**config.mk**
```make
export PLATFORM = sky130hd
export DESIGN_NAME = intersection_phase_scheduler
export DESIGN_NICKNAME = d
export VERILOG_FILES = /design/src/rtl/intersection_phase_scheduler_pkg.sv /design/src/rtl/intersection_phase_scheduler_timer.sv /design/src/rtl/intersection_phase_scheduler.sv
export SDC_FILE = /design/constraint.sdc
export NUM_CORES = 1
export LEC_CHECK = 0
export ABC_AREA = 1
export CORE_MARGIN = 1.5
export CORE_UTILIZATION = 51
export CTS_CLUSTER_DIAMETER = 60
export DETAILED_ROUTE_END_ITERATION = 10
export PLACE_DENSITY_LB_ADDON = 0.15
export SYNTH_ARGS = -nofsm -noshare
export SYNTH_HDL_FRONTEND = slang
export SYNTH_SLANG_ARGS = --single-unit
```
**constraint.sdc**
```tcl
create_clock -name clk -period 1.8 [get_ports clk]
set_input_delay 0.27 -clock clk [delete_from_list [all_inputs] [get_ports clk]]
set_output_delay 0.27 -clock clk [all_outputs]
set_load 0.01 [all_outputs]
```
**src/rtl/intersection_phase_scheduler_pkg.sv**
```systemverilog
// rtl/intersection_phase_scheduler_pkg.sv - shared phase codes, lamp encodings and direction codes
package intersection_phase_scheduler_pkg;

    typedef enum logic [2:0] {
        ALL_RED   = 3'd0,
        NS_GREEN  = 3'd1,
        NS_YELLOW = 3'd2,
        EW_GREEN  = 3'd3,
        EW_YELLOW = 3'd4,
        PED_WALK  = 3'd5
    } phase_t;

    localparam logic [2:0] LIGHT_RED = 3'b100;
    localparam logic [2:0] LIGHT_YEL = 3'b010;
    localparam logic [2:0] LIGHT_GRN = 3'b001;

    localparam logic DIR_NS = 1'b0;
    localparam logic DIR_EW = 1'b1;

    // Green phase owned by a given road direction.
    function automatic phase_t green_of(input logic dir);
        return (dir == DIR_EW) ? EW_GREEN : NS_GREEN;
    endfunction

endpackage

```
**src/rtl/intersection_phase_scheduler_timer.sv**
```systemverilog
// rtl/intersection_phase_scheduler_timer.sv - phase timer with sync clear and saturating increment
module intersection_phase_scheduler_timer #(
    parameter int TIMER_W = 8
) (
    input  logic               clk,
    input  logic               reset,
    input  logic               clear,
    output logic [TIMER_W-1:0] count
);

    logic [TIMER_W-1:0] count_d;
    logic [TIMER_W-1:0] count_q;

    // Clear wins over counting; the count parks at all-ones instead of wrapping.
    always_comb begin
        count_d = count_q;
        if (clear) begin
            count_d = '0;
        end else if (count_q != '1) begin
            count_d = count_q + 1'b1;
        end
    end

    // Count register, active-low synchronous reset.
    always_ff @(posedge clk) begin
        if (!reset) begin
            count_q <= '0;
        end else begin
            count_q <= count_d;
        end
    end

    assign count = count_q;

endmodule

```
**src/rtl/intersection_phase_scheduler.sv**
```systemverilog
// rtl/intersection_phase_scheduler.sv - two-road intersection phase sequencer with actuation, walk and pre-emption
module intersection_phase_scheduler
    import intersection_phase_scheduler_pkg::*;
#(
    parameter int TIMER_W   = 8,
    parameter int GREEN_MIN = 4,
    parameter int GREEN_MAX = 10,
    parameter int YELLOW_T  = 2,
    parameter int ALLRED_T  = 1,
    parameter int WALK_T    = 6
) (
    input  logic       clk,
    input  logic       reset,
    input  logic       det_ns,
    input  logic       det_ew,
    input  logic       high_ns,
    input  logic       high_ew,
    input  logic       ped_req,
    input  logic       emg,
    input  logic       emg_dir,
    output logic [2:0] ns_light,
    output logic [2:0] ew_light,
    output logic       walk,
    output logic [2:0] phase
);

    // Timer value seen on the last cycle of each timed state.
    localparam logic [TIMER_W-1:0] GMIN_LAST   = TIMER_W'(GREEN_MIN - 1);
    localparam logic [TIMER_W-1:0] GMAX_LAST   = TIMER_W'(GREEN_MAX - 1);
    localparam logic [TIMER_W-1:0] YELLOW_LAST = TIMER_W'(YELLOW_T - 1);
    localparam logic [TIMER_W-1:0] ALLRED_LAST = TIMER_W'(ALLRED_T - 1);
    localparam logic [TIMER_W-1:0] WALK_LAST   = TIMER_W'(WALK_T - 1);

    phase_t             state_d, state_q;
    logic               next_dir_d, next_dir_q;
    logic               ped_pending_d, ped_pending_q;
    logic [TIMER_W-1:0] timer;
    logic               timer_clear;
    logic               ns_cross, ew_cross;
    logic [TIMER_W-1:0] ns_last, ew_last;

    assign ns_cross = det_ew | ped_pending_q;
    assign ew_cross = det_ns | ped_pending_q;
    assign ns_last  = high_ns ? GMAX_LAST : GMIN_LAST;
    assign ew_last  = high_ew ? GMAX_LAST : GMIN_LAST;

    // Timer restarts from zero whenever the state changes.
    assign timer_clear = (state_d != state_q);

    intersection_phase_scheduler_timer #(
        .TIMER_W (TIMER_W)
    ) u_timer (
        .clk   (clk),
        .reset (reset),
        .clear (timer_clear),
        .count (timer)
    );

    // Next-state logic: emergency pre-emption first, then actuated timing.
    // Greens compare with >= so a late demand or a dropped high flag exits at once.
    always_comb begin
        state_d    = state_q;
        next_dir_d = next_dir_q;
        case (state_q)
            ALL_RED: begin
                if (timer == ALLRED_LAST) begin
                    if (emg) begin
                        state_d = green_of(emg_dir);
                    end else if (ped_pending_q) begin
                        state_d = PED_WALK;
                    end else begin
                        state_d = green_of(next_dir_q);
                    end
                end
            end
            NS_GREEN: begin
                if (emg) begin
                    if (emg_dir == DIR_EW) begin
                        state_d = NS_YELLOW;
                    end
                end else if (ns_cross && (timer >= ns_last)) begin
                    state_d = NS_YELLOW;
                end
            end
            NS_YELLOW: begin
                if (timer == YELLOW_LAST) begin
                    state_d    = ALL_RED;
                    next_dir_d = DIR_EW;
                end
            end
            EW_GREEN: begin
                if (emg) begin
                    if (emg_dir == DIR_NS) begin
                        state_d = EW_YELLOW;
                    end
                end else if (ew_cross && (timer >= ew_last)) begin
                    state_d = EW_YELLOW;
                end
            end
            EW_YELLOW: begin
                if (timer == YELLOW_LAST) begin
                    state_d    = ALL_RED;
                    next_dir_d = DIR_NS;
                end
            end
            PED_WALK: begin
                if (emg) begin
                    state_d = ALL_RED;
                end else if (timer == WALK_LAST) begin
                    state_d = green_of(next_dir_q);
                end
            end
            default: begin
                state_d = ALL_RED;
            end
        endcase
    end

    // Pedestrian latch: a walk consumes the request, and presses during a walk are ignored.
    always_comb begin
        ped_pending_d = ped_pending_q;
        if ((state_d == PED_WALK) || (state_q == PED_WALK)) begin
            ped_pending_d = 1'b0;
        end else if (ped_req) begin
            ped_pending_d = 1'b1;
        end
    end

    // State registers; reset forces all-red immediately, skipping any yellow.
    always_ff @(posedge clk) begin
        if (!reset) begin
            state_q       <= ALL_RED;
            next_dir_q    <= DIR_NS;
            ped_pending_q <= 1'b0;
        end else begin
            state_q       <= state_d;
            next_dir_q    <= next_dir_d;
            ped_pending_q <= ped_pending_d;
        end
    end

    // Moore lamp decode from the registered state.
    always_comb begin
        ns_light = LIGHT_RED;
        ew_light = LIGHT_RED;
        walk     = 1'b0;
        case (state_q)
            NS_GREEN:  ns_light = LIGHT_GRN;
            NS_YELLOW: ns_light = LIGHT_YEL;
            EW_GREEN:  ew_light = LIGHT_GRN;
            EW_YELLOW: ew_light = LIGHT_YEL;
            PED_WALK:  walk     = 1'b1;
            default:   ;
        endcase
    end

    assign phase = state_q;

endmodule

```
==> qor.csv, run 1 <==
metric,value,unit
grt_remaining_overflow,0,
drt_first_pass_iters,4,
initial_core_utilization,0.532,
dpl.hpwl,1960,um
fp-row-count,16,
detailroute.via_count,1104,
worstMarginPinSlew,0.294,ns
detailed_place.area,1340,sq um
number_of_port_buffers,18,
critPathCaptureType,flop,
most-common-layout-cells,"sky130_fd_sc_hd__nand2_1, sky130_fd_sc_hd__nor2_2, sky130_fd_sc_hd__buf_4, sky130_fd_sc_hd__nand2_2, sky130_fd_sc_hd__inv_1",
final_common_cell,sky130_fd_sc_hd__nand2_1,
die_height,48.0,um
p_per_area,1030,nW/um^2
tritoncts_clock_tree,built,
clock-skew-final,0.0188,ns
cts-root-buf,sky130_fd_sc_hd__clkbuf_4,
wire_length_of_the_first_global_routing_pass,3820,um
cts.sink_count,13,
period_needed,1.76,ns
slew_headroom,0.803,
cts_max_level,1,
postLayoutCellArea,1510,sq um
finalSetupViolations,0,
post_drt_wl_per_cell,12.0,um
cts_made_buffers,3,
top_cells_by_area_synth,"sky130_fd_sc_hd__dfxtp_1, sky130_fd_sc_hd__nand2_1, sky130_fd_sc_hd__nor2_2",
path_max_fanout,8,
gp_congestion,0.895,
layout-area-overhead-vs-synth,45.8,%
antenna_left,0,
slowest_stage,sky130_fd_sc_hd__dfxtp_4,
worstSetupStartpointType,flop,
clk-insertion-delay-late,0.28,ns
synthDistinctLibCells,26,
achievable-frequency,0.567,GHz
finalCoreUtilization,0.776,
most_frequent_cell_on_the_critical_path,sky130_fd_sc_hd__nand2_2,
number_of_global_route_vias_before_repair,945,
syn_inst,155,
register_bit_count_reported_by_yosys,13,
synth_area_leader_cell,sky130_fd_sc_hd__dfxtp_1,
finalCritPeriodShare,0.980,
post_synth.cell_area_avg,6.67,sq um
worstPathBufferInverterCount,1,
cellLeakagePower,0.712,nW
outcome,finished clean,
grt_setup_unrepaired,yes,
totalWireLength,2620,um
synth.yosys.seq_area_share,0.252,
drc,0,
fp.dieArea,2310,sq um
drv_slew,0,
largest_net_degree_at_the_start_of_global_routing,9,
netlist_area,1030,sq um
ioPinCount,19,
max_cap_violations,0,
ys_warn_count,0,
finalHoldViolations,0,
critPathRequiredTime,2.01,ns
fin_setup_tns,0,ns
clock_transition_time_at_the_flip_flop_clock_pins_of_the_worst_setup_and_hold_paths,0.09,ns
grt_antenna_before_repair,0,
post_dr_vias_cell,5.04,
critical_path_class,reg2reg,
hold_path_class,reg2reg,
antennaDiodeCount,0,
drt_iter0_markers,16,
max-vdd-ir-drop,0.730,mV
arrival_time_worst_endpoint,1.97,ns
max_stage_delay,0.38,ns
synth.top_cell.area_share,0.252,
finish.net_count,209,
fill_cells,159,
synth_nets,171,
clock_tree.buffer_depth,2,
chipWidth,48.0,um
core_area,1940,sq um
critical_path.cell_chain,inv_4 > ha_4 > nand2_2 > o21ai_2 > o21ai_2 > nor2_2 > nand2_2 > nand2_2 > nand2_2 > nor2_4 > nand3_4 > nor2_2,
global_route.usage.total,0.236,
final_layout_size_suffix_gt1_frac,0.438,
critPathTopFamily,simple AND/OR/NAND/NOR gates,
## worst paths after layout
| check | startpoint | to | slack [ns] | depth (start not counted) |
|---|---|---|---|---|
| hold / removal | next_dir_q$_SDFFE_PN0P_ | next_dir_q$_SDFFE_PN0P_ | 0.50 | 2 |
| setup reg to reg | u_timer.count[1]$_SDFFE_PP0P_ | u_timer.count[7]$_SDFFE_PP0P_ | 0.04 | 12 |
| setup / recovery | u_timer.count[1]$_SDFFE_PP0P_ | u_timer.count[7]$_SDFFE_PP0P_ | 0.04 | 12 |
| hold reg to reg | next_dir_q$_SDFFE_PN0P_ | next_dir_q$_SDFFE_PN0P_ | 0.50 | 2 |
## cell families (layout without fill, tap and decap cells)
logic type | after synthesis | in the layout | synth area share
AND/OR/NAND/NOR | 93 | 93 | 0.454
buffers and inverters | 22 | 59 | 0.0872
AO/OA/AOI/OAI | 18 | 18 | 0.105
flip-flops | 13 | 13 | 0.252
adder cells (fa/ha/maj) | 7 | 7 | 0.0847
XOR/XNOR | 2 | 2 | 0.0170
## synthesized netlist by cell type, drive strengths merged
cell and n:
nor3 3, ha 7, dfxtp 13, nand2 41, o21bai 1, or2 2
inv 21, nand3b 1, nand3 12, nand4 1, buf 1, xor2 2
o211ai 1, o21ai 6, a21oi 7, o2111ai 1, nor2 33, a31oi 2
## registers in the layout, indices dropped and copies added (netlist names)
signal         cells
next_dir_q         1
ped_pending_q      1
phase              3
u_timer.count      8
## where the power goes
group	switching [mW]	internal, mW	total [mW]
Sequential	0.0472	0.332	0.380
Combinational	0.532	0.455	0.987
Clock	0.0991	0.0858	0.185
## final cells by class
cell class              instances  area [sq um]  share of cell area
clock buffers                   4          26.3              0.0174
inverters                      21          81.3              0.0540
multi-input cells             120           800               0.531
flip-flops and latches         13           269               0.179
well taps                      27          33.8              0.0224
repair buffers                 34           297               0.197
## per-layer routing
metal / routed length [um] / track usage / up-vias
met2: 1410 / 0.429 / 23
li1: - / - / 569
met4: 25 / 0.0703 / 0
met1: 1080 / 0.285 / 506
met5: 0 / 0 / -
met3: 100 / 0.0340 / 6
## metrics by stage
stage | worst slack [ns] | cells | hold WS, ns | power, mW
5_1_grt | -0.0700 | 219 | 0.541 | 1.68
6_report | 0.0368 | 219 | 0.502 | 1.55
2_1_floorplan | 0.193 | 155 | 0.430 | 0.884
4_1_cts | 0.00392 | 217 | 0.503 | 1.44
3_3_place_gp | -0.232 | 213 | 0.475 | 1.27
3_5_place_dp | -0.270 | 213 | 0.489 | 1.28
## worst reg2reg max path, delay by kind of cell (launching register included)
family / cells / cell delay (ns)
simple gates: 8 / 0.85
fa+ha+maj: 1 / 0.14
flops: 1 / 0.38
buf+inv: 1 / 0.08
compound gates: 2 / 0.24
## timing repair
item / in CTS / in global routing
setup endpoints to repair: 9 / 10
pin swaps: 0 / 10
buffers inserted: 0 / 2
hold buffers: 0 / 0
gates resized for setup: 10 / 39
No activity file was read; power rests on OpenSTA's default activity.
==> run 2: changes to the inputs <==
==> constraint.sdc (replaced) <==
create_clock -name clk -period 1.8 [get_ports clk]
set_input_delay 0.36 -clock clk [delete_from_list [all_inputs] [get_ports clk]]
set_output_delay 0.36 -clock clk [all_outputs]
set_load 0.01 [all_outputs]
==> run 2 against run 1 <==
  * The run now ends with negative setup slack left
  * Sequential share of layout area up 0.23 points
  * Clock skew fell by 0.018 ns
  * Cell count up 2.7%
  * Global-route usage is 2.0 points higher
  * Design area up 1.5%
  * Sequential power grew 3%
  * Flip-flop and latch count stayed put
  * Worst setup slack got worse by 0.075 ns
==> qor.csv, run 2 (synthesis results as in run 1) <==
metric,value,unit
cts_max_level,1,
grt_antenna_before_repair,0,
p_sw_frac,0.435,
layout-area-overhead-vs-synth,47.9,%
critPathCapture,u_timer.count[1]$_SDFFE_PP0P_,
antennaDiodeCount,0,
grt_remaining_overflow,0,
power.clock.fraction,0.116,
fp-row-count,16,
number_of_global_route_vias_before_repair,1058,
ioPinCount,19,
most-common-layout-cells,"sky130_fd_sc_hd__nand2_1, sky130_fd_sc_hd__buf_4, sky130_fd_sc_hd__nor2_2, sky130_fd_sc_hd__inv_1",
failed_checks,negative setup slack,
final_common_cell,sky130_fd_sc_hd__nand2_1,
die_height,48.0,um
achievable-frequency,0.544,GHz
core_area,1940,sq um
detailroute.via_count,1163,
drc,0,
finalHoldViolations,0,
critPathRequiredTime,2.01,ns
timing.reg2reg.worst_path_depth,12,
reg2reg_setup_slack,-0.04,ns
outcome,finished with violations,
place_worst_setup_slack,-0.371,ns
hold_ws,0.489,ns
global_route.usage.total,0.256,
path_max_fanout,8,
critPathCaptureType,flop,
dpl.hpwl,2140,um
number_of_port_buffers,18,
report.power.total,1.64,mW
final_layout_size_suffix_gt1_frac,0.434,
clock_tree.buffer_depth,2,
post_dr_vias_cell,5.17,
clock_transition_time_at_the_flip_flop_clock_pins_of_the_worst_setup_and_hold_paths,0.09,ns
netSwitchingPower,0.715,mW
flip_flop_count_of_the_largest_register_all_copies_and_words_added,8,
cellLeakagePower,0.711,nW
cts-root-buf,sky130_fd_sc_hd__clkbuf_4,
finalSetupViolations,3,
drv_slew,0,
clk-insertion-delay-late,0.28,ns
p_per_area,1080,nW/um^2
drt_iter0_markers,18,
finish.net_count,215,
hold_path_class,reg2reg,
tritoncts_clock_tree,built,
totalWireLength,2820,um
max_cap_violations,0,
post_drt_wl_per_cell,12.6,um
critical_path_class,reg2reg,
grt_setup_unrepaired,yes,
antenna_left,0,
drt_first_pass_iters,4,
crit-reg2reg-capture,u_timer.count[1]$_SDFFE_PP0P_,
wire_length_of_the_first_global_routing_pass,4220,um
pwr-share-seq,0.239,
chipWidth,48.0,um
period_needed,1.84,ns
cts.sink_count,13,
finalCritPeriodShare,1.02,
arrival_time_worst_endpoint,2.05,ns
worstSetupStartpointType,flop,
internal_power,0.928,mW
final_ws_setup,-0.0379,ns
slew_headroom,0.834,
fill_cells,148,
largest_net_degree_at_the_start_of_global_routing,9,
gp_congestion,0.870,
r2r_start,u_timer.count[1]$_SDFFE_PP0P_,
worstMarginPinSlew,0.249,ns
setup.worst_path.start,u_timer.count[1]$_SDFFE_PP0P_,
clock-skew-final,0.00107,ns
initial_core_utilization,0.532,
cts_made_buffers,3,
power.share.combinational,0.645,
fp.dieArea,2310,sq um
max-vdd-ir-drop,0.760,mV
-- run 2: cell types whose count changed in the layout (fill, tap and decap cells not counted), moves of 2 or more --
cell                             before  now
sky130_fd_sc_hd__buf_4               16   22
sky130_fd_sc_hd__dfxtp_1              8    6
sky130_fd_sc_hd__dfxtp_4              1    3
sky130_fd_sc_hd__dlygate4sd2_1        5    8
sky130_fd_sc_hd__dlymetal6s2s_1       3    0
sky130_fd_sc_hd__inv_1               13   15
sky130_fd_sc_hd__inv_2                7    5
sky130_fd_sc_hd__nand3_1              6    9
sky130_fd_sc_hd__nand3_2              4    2
-- run 2: worst min-delay path by stage --
stage,startpoint,end,slack (ns),cells after the start
global placement,next_dir_q$_SDFFE_PN0P_,next_dir_q$_SDFFE_PN0P_,0.47,2
global route,next_dir_q$_SDFFE_PN0P_,next_dir_q$_SDFFE_PN0P_,0.54,2
floorplan,next_dir_q$_SDFFE_PN0P_,next_dir_q$_SDFFE_PN0P_,0.45,2
finish,next_dir_q$_SDFFE_PN0P_,next_dir_q$_SDFFE_PN0P_,0.49,2
CTS,next_dir_q$_SDFFE_PN0P_,next_dir_q$_SDFFE_PN0P_,0.49,2
detailed placement,next_dir_q$_SDFFE_PN0P_,next_dir_q$_SDFFE_PN0P_,0.48,2
-- run 2: cell type report --
type	count	area [sq um]	share of cell area
multi-input combinational	120	781	0.511
timing repair buffer	40	330	0.216
sequential	13	277	0.181
inverter	21	81.3	0.0532
tap	27	33.8	0.0221
clock buffer	4	26.3	0.0172
-- run 2: critical path: stages, from the launching register on --
cell,delay (ns)
sky130_fd_sc_hd__dfxtp_4,0.38
sky130_fd_sc_hd__inv_4,0.08
sky130_fd_sc_hd__ha_4,0.13
sky130_fd_sc_hd__nand3_1,0.09
sky130_fd_sc_hd__nor2_2,0.20
sky130_fd_sc_hd__o21ai_2,0.10
sky130_fd_sc_hd__nor2_2,0.15
sky130_fd_sc_hd__nand2_2,0.09
sky130_fd_sc_hd__nand2_2,0.06
sky130_fd_sc_hd__nand2_2,0.06
sky130_fd_sc_hd__nor2_4,0.10
sky130_fd_sc_hd__nand3_4,0.15
sky130_fd_sc_hd__nor2_2,0.16
-- run 2: what timing repair did --
| action | in CTS | in global routing |
|---|---|---|
| resized for setup | 25 | 22 |
| setup endpoints to repair | 15 | 10 |
| pin swaps | 7 | 23 |
| buffers inserted | 0 | 1 |
| gates cloned | 0 | 0 |
| hold buffers | 0 | 0 |
-- run 2: through the flow --
| stage | util | cell area [sq um] | TNS, ns | std cells |
|---|---|---|---|---|
| finish | 0.787 | 1530 | -0.0618 | 225 |
| global route | 0.787 | 1530 | -0.619 | 225 |
| CTS | 0.747 | 1450 | 0 | 224 |
| detailed placement | 0.718 | 1390 | -3.32 | 220 |
| global placement | 0.718 | 1390 | -2.85 | 220 |
| floorplan | - | 1030 | 0 | 155 |
-- run 2: layer usage --
layer / GRT usage / wire [um] / part of all wire / vias to the layer above
li1: - / - / - / 586
met3: 0.0415 / 82 / 0.029 / 2
met2: 0.496 / 1580 / 0.56 / 30
met1: 0.298 / 1140 / 0.40 / 545
met4: 0.0324 / 19 / 0.0067 / 0
met5: 0 / 0 / 0 / -
-- run 2: power groups by stage --
| stage | Clock [mW] | Sequential [mW] | Combinational, mW |
|---|---|---|---|
| after floorplan | 0 | 0.394 | 0.490 |
| after global placement | 0 | 0.375 | 0.947 |
| after detailed placement | 0 | 0.377 | 0.966 |
| after CTS | 0.193 | 0.383 | 0.987 |
| after global routing | 0.202 | 0.396 | 1.15 |
| final | 0.191 | 0.392 | 1.06 |
